### config.mk
export PLATFORM = sky130hd
export DESIGN_NAME = wb_regfile_stage
export DESIGN_NICKNAME = d
export VERILOG_FILES = /design/src/rtl/wb_regfile_stage.sv
export SDC_FILE = /design/constraint.sdc
export NUM_CORES = 2
export LEC_CHECK = 0
export BUFFER_PORTS_ARGS = -buffer_cell sky130_fd_sc_hd__buf_4
export CORE_MARGIN = 5
export CORE_UTILIZATION = 50
export DETAILED_ROUTE_END_ITERATION = 10
export PLACE_DENSITY = 0.71
export SLEW_MARGIN = 10
export SYNTH_ARGS = -nofsm -noshare
export SYNTH_HDL_FRONTEND = slang
export SYNTH_SLANG_ARGS = --single-unit
### constraint.sdc
create_clock -name Clk -period 97.7 [get_ports Clk]
set_input_delay 9.77 -clock Clk [delete_from_list [all_inputs] [get_ports Clk]]
set_output_delay 9.77 -clock Clk [all_outputs]
set_load 0.1 [all_outputs]
### src/rtl/wb_regfile_stage.sv
// Write-back stage: MEM/WB pipeline register, write-back select, 32-entry
// register file with two combinational read ports (same-cycle WB bypass),
// and a counter of committed register writes.
module wb_regfile_stage #(
  parameter int DATA_W   = 32,
  parameter int ADDR_W   = 5,
  parameter int NUM_REGS = 32,
  parameter int CNT_W    = 16
) (
  input  logic              Clk,
  input  logic              Rst,
  input  logic [1:0]        MEM_WB,
  input  logic [DATA_W-1:0] MEM_ReadData,
  input  logic [DATA_W-1:0] MEM_ALUResult,
  input  logic [ADDR_W-1:0] MEM_WriteReg,
  input  logic              Stall,
  input  logic              Flush,
  input  logic [ADDR_W-1:0] ID_ReadReg1,
  input  logic [ADDR_W-1:0] ID_ReadReg2,
  output logic [DATA_W-1:0] ID_ReadData1,
  output logic [DATA_W-1:0] ID_ReadData2,
  output logic              WB_RegWrite,
  output logic [ADDR_W-1:0] WB_WriteReg,
  output logic [DATA_W-1:0] WB_WriteData,
  output logic [CNT_W-1:0]  CommitCount
);

  // Write-back value selection: MemtoReg picks memory data over ALU result.
  function automatic logic [DATA_W-1:0] wb_select(
    input logic              memtoreg,
    input logic [DATA_W-1:0] read_data,
    input logic [DATA_W-1:0] alu_result
  );
    return memtoreg ? read_data : alu_result;
  endfunction

  // Read port resolution: r0 is zero, the WB instruction is the youngest
  // producer for its register (even while stalled), else the array value.
  function automatic logic [DATA_W-1:0] read_resolve(
    input logic [ADDR_W-1:0] addr,
    input logic              wb_we,
    input logic [ADDR_W-1:0] wb_addr,
    input logic [DATA_W-1:0] wb_data,
    input logic [DATA_W-1:0] rf_data
  );
    if (addr == '0) begin
      return '0;
    end else if (wb_we && (wb_addr == addr)) begin
      return wb_data;
    end else begin
      return rf_data;
    end
  endfunction

  // MEM-side (stage p0) values entering the pipeline register.
  logic              vld_p0;
  logic [ADDR_W-1:0] writereg_p0;
  logic [DATA_W-1:0] writedata_p0;

  // MEM/WB pipeline register (stage p1).
  logic              vld_p1;
  logic [ADDR_W-1:0] writereg_p1;
  logic [DATA_W-1:0] writedata_p1;

  logic              commit;
  logic [CNT_W-1:0]  count;
  logic [DATA_W-1:0] rf [NUM_REGS];

  // ---- stage p0: MEM outputs, write-back value chosen before capture ----
  // Decode MEM control and pick the write-back value ahead of the register.
  always_comb begin
    vld_p0       = MEM_WB[1];
    writereg_p0  = MEM_WriteReg;
    writedata_p0 = wb_select(MEM_WB[0], MEM_ReadData, MEM_ALUResult);
  end

  // ---- stage p1: MEM/WB register ----
  // Capture with Flush > Stall > load priority; Flush inserts a bubble.
  always_ff @(posedge Clk or posedge Rst) begin
    if (Rst) begin
      vld_p1       <= 1'b0;
      writereg_p1  <= '0;
      writedata_p1 <= '0;
    end else if (Flush) begin
      vld_p1       <= 1'b0;
      writereg_p1  <= '0;
      writedata_p1 <= '0;
    end else if (!Stall) begin
      vld_p1       <= vld_p0;
      writereg_p1  <= writereg_p0;
      writedata_p1 <= writedata_p0;
    end
  end

  // A WB instruction commits on the first unstalled edge; r0 writes are dropped.
  always_comb begin
    commit = vld_p1 && (writereg_p1 != '0) && !Stall;
  end

  // ---- commit: register file and commit counter ----
  // Register array update; entry 0 is never written so it stays zero.
  always_ff @(posedge Clk or posedge Rst) begin
    if (Rst) begin
      for (int i = 0; i < NUM_REGS; i++) begin
        rf[i] <= '0;
      end
    end else if (commit) begin
      rf[writereg_p1] <= writedata_p1;
    end
  end

  // Count committed writes, wrapping naturally at 2**CNT_W.
  always_ff @(posedge Clk or posedge Rst) begin
    if (Rst) begin
      count <= '0;
    end else if (commit) begin
      count <= count + CNT_W'(1);
    end
  end

  // Combinational read ports with WB bypass.
  always_comb begin
    ID_ReadData1 = read_resolve(ID_ReadReg1, vld_p1, writereg_p1, writedata_p1, rf[ID_ReadReg1]);
    ID_ReadData2 = read_resolve(ID_ReadReg2, vld_p1, writereg_p1, writedata_p1, rf[ID_ReadReg2]);
  end

  // Expose the WB write for forwarding and the commit count.
  always_comb begin
    WB_RegWrite  = vld_p1;
    WB_WriteReg  = writereg_p1;
    WB_WriteData = writedata_p1;
    CommitCount  = count;
  end

endmodule

==> results.cfg <==
[die]
dieArea_sq_mm = 0.122
start_util_pct = 50.3
fp.dieW_microns = 349
rows = 124
core-area_sq_mm = 0.114
pin_count = 203
die_h_microns = 349

[power]
p_leak_nw = 29.9
powerDensity_mw_per_mm2 = 16.0
peakVddDrop_mv = 0.0159

[grt]
busiest_layer = met2
first_global_vias = 39600
use_met2_pct = 46.6
grt_pass1_wl_mm = 277
grt_max_degree = 168
grt_antenna_before_repair = 6
grtUsageMet1_pct = 43.3
track_usage_pct = 30.7
grtUsageMet3_pct = 7.34
globalRoute.totalOverflow = 0

[run_status]
status = finished, final reports clean

[clock_network]
cts_tree = yes
insertion_delay_ns = 0.72
cts_resized = 0
clock_sinks = 1078
cts_setup_buffers = 0
cts-buffers-inserted = 114
holdBufCountCts = 0
clkTransAtPathRegs_ns = 0.06
cts.htree.levels = 3
clk_path_buf_depth = 3
cts-root-buf = clkbuf_16

[setup_path]
end_kind = primary output
startpoint_type = primary input
r2r_slack_ns = 94.17
r2r_cells = 5
reg2reg_from = WB_WriteReg[2]
crit_type = in2out
r2r_end = rf[118]
worstPathMaxFanout = 68
worstPathRequired_ns = 87.93
worstPathArrival_ns = 14.72

[synth]
async_reset_ff_share_pct = 100
syn_nets = 4194
ys.flop_type = dfrtp_1
synth.avg_cell_area_sq_um = 14.0
synth_xor_area_share_pct = 0.381
yosys_warnings = 0
synth_seq_area_share_pct = 46.9
synth_top_family_by_area = multiplexers
synth_compound_area_share_pct = 5.23
yosys_register_bits = 1078
synth-adder-area-share_pct = 0.0218
muxShareOfSynthArea_pct = 40.4
synth_cell_types = 51
syn_inst = 4108
yosys.area_share.simple_pct = 3.37
synth_edf_count = 0
syn_area_sq_mm = 0.0575

[routing]
drc = 0
drt_iter0_drc = 4335
via_per_inst = 6.89
wl_per_cell_microns = 33.3
vias = 39300
firstDrtPassIters = 5
routed_wl_mm = 189
antenna_left = 0

[final_layout]
seq_area_sq_mm = 0.0270
design_area_sq_mm = 0.0637
design.final.nets = 4179
multi_input_area_sq_mm = 0.0286
drive_gt1_share_pct = 47.5
fin_cells = 5697
area_growth_syn_to_layout_pct = 10.9
nFillCells = 9257
finish.utilization_pct = 55.7

[hold_path]
hp-class = reg2reg
hold_depth = 0
holdPathEnd = rf[1005]
min_from = rf[1005]

[placement]
place_hpwl_mm = 108
placed_cells = 5489
io_buffers = 202
placed_area_sq_mm = 0.0600
finalWeightedCongestion = 0.845

[sta]
drv_slew = 0
whs_ns = 0.397
skew_ns = 0.0322
fin_crit_ns = 24.49
max_slew.worst_pin.slew_ns = 1.25
finalHoldViolCount = 0
finalSetupViolations = 0
tns_ns = 0
finalCritPeriodShare_pct = 25.1
fmax_ghz = 0.0408
rsz0062_at_grt = no
slew_headroom_pct = 16.8

[run]
drv_cap = 0
## cell families after synthesis
kind of cell | count (synthesis)
simple gates | 425
compound gates | 454
xor+xnor | 25
flops | 1078
fa+ha+maj | 1
buf+inv | 457
mux | 1668
## area by class of cell
type                            instances  area share, %
Antenna cell                            1        0.00393
Clock buffer                          164           5.18
Inverter                                3         0.0294
Tap cell                             1512           2.97
Clock inverter                         43          0.742
Timing Repair Buffer                  323           3.89
Sequential cell                      1078           42.3
Multi-Input combinational cell       2573           44.9
## layer usage
metal	wire, microns	up-vias
li1	-	15600
met1	76100	21000
met2	85800	2123
met3	18900	493
met4	8690	2
met5	11	-
## power by group
group          leakage [nW]  total [mW]  switching (mW)  internal, mW
combinational          13.1       0.113          0.0802        0.0326
sequential             15.0       0.462         0.00886         0.454
clock                  1.86       0.444           0.189         0.255
## how the worst max path moves through the flow
| stage | start | to | slack, ns | depth (start not counted) |
|---|---|---|---|---|
| floorplan | Rst | CommitCount[0] | 57.58 | 1 |
| global placement | ID_ReadReg2[0] | ID_ReadData2[23] | 73.34 | 10 |
| detailed placement | ID_ReadReg2[0] | ID_ReadData2[23] | 73.37 | 10 |
| CTS | ID_ReadReg2[0] | ID_ReadData2[23] | 73.36 | 10 |
| global route | ID_ReadReg2[0] | ID_ReadData2[23] | 73.01 | 10 |
| finish | ID_ReadReg2[0] | ID_ReadData2[23] | 73.21 | 10 |
## cells in the final DEF (no fill, tap or decap), types with 22 or more instances in the layout
cell type / synthesis / layout
nand2_1: 129 / 113
nand3_1: 60 / 58
mux2_2: 1005 / 1005
clkbuf_1: 216 / 27
clkbuf_8: 0 / 22
clkbuf_16: 0 / 117
clkinv_2: 0 / 24
nor2_1: 140 / 123
a221oi_1: 29 / 29
o21ai_0: 75 / 75
mux2i_1: 240 / 240
mux4_2: 421 / 421
o22ai_1: 40 / 40
a22oi_1: 125 / 125
dfrtp_1: 1078 / 1078
a21oi_1: 109 / 109
buf_4: 31 / 316
## worst max-delay path, stage by stage
cell and delay, ns:
buf_8 0.57, buf_4 0.75, buf_4 0.83, buf_4 0.78, mux2i_1 0.18, a221oi_1 0.32
o21ai_0 0.19, o22a_1 0.32, a21oi_1 0.34, buf_4 0.37
## state kept, by name, indices dropped and copies added (netlist names)
signal and count:
CommitCount 16, WB_WriteReg 5, rf 1024, WB_WriteData 32
WB_RegWrite 1
## Yosys cell counts, types with 31 or more instances
| cell type | n | share of area, % |
|---|---|---|
| nor2_1 | 140 | 0.91 |
| mux2_2 | 1005 | 20 |
| clkbuf_1 | 216 | 1.4 |
| nand3_1 | 60 | 0.52 |
| o22ai_1 | 40 | 0.44 |
| mux4_2 | 421 | 16 |
| dfrtp_1 | 1078 | 47 |
| buf_2 | 130 | 1.1 |
| o21ai_0 | 75 | 0.65 |
| buf_1 | 59 | 0.39 |
| a22oi_1 | 125 | 1.6 |
| a21oi_1 | 109 | 0.95 |
| nand2_1 | 129 | 0.84 |
| buf_4 | 31 | 0.40 |
| mux2i_1 | 240 | 4.2 |
## metrics by stage
stage | power [mW] | setup slack, ns
2_1_floorplan | 0.548 | 57.58
4_1_cts | 1.02 | 73.36
3_3_place_gp | 0.581 | 73.34
3_5_place_dp | 0.583 | 73.37
5_1_grt | 1.05 | 73.01
6_report | 1.02 | 73.21
No activity file was read; power rests on OpenSTA's default activity.
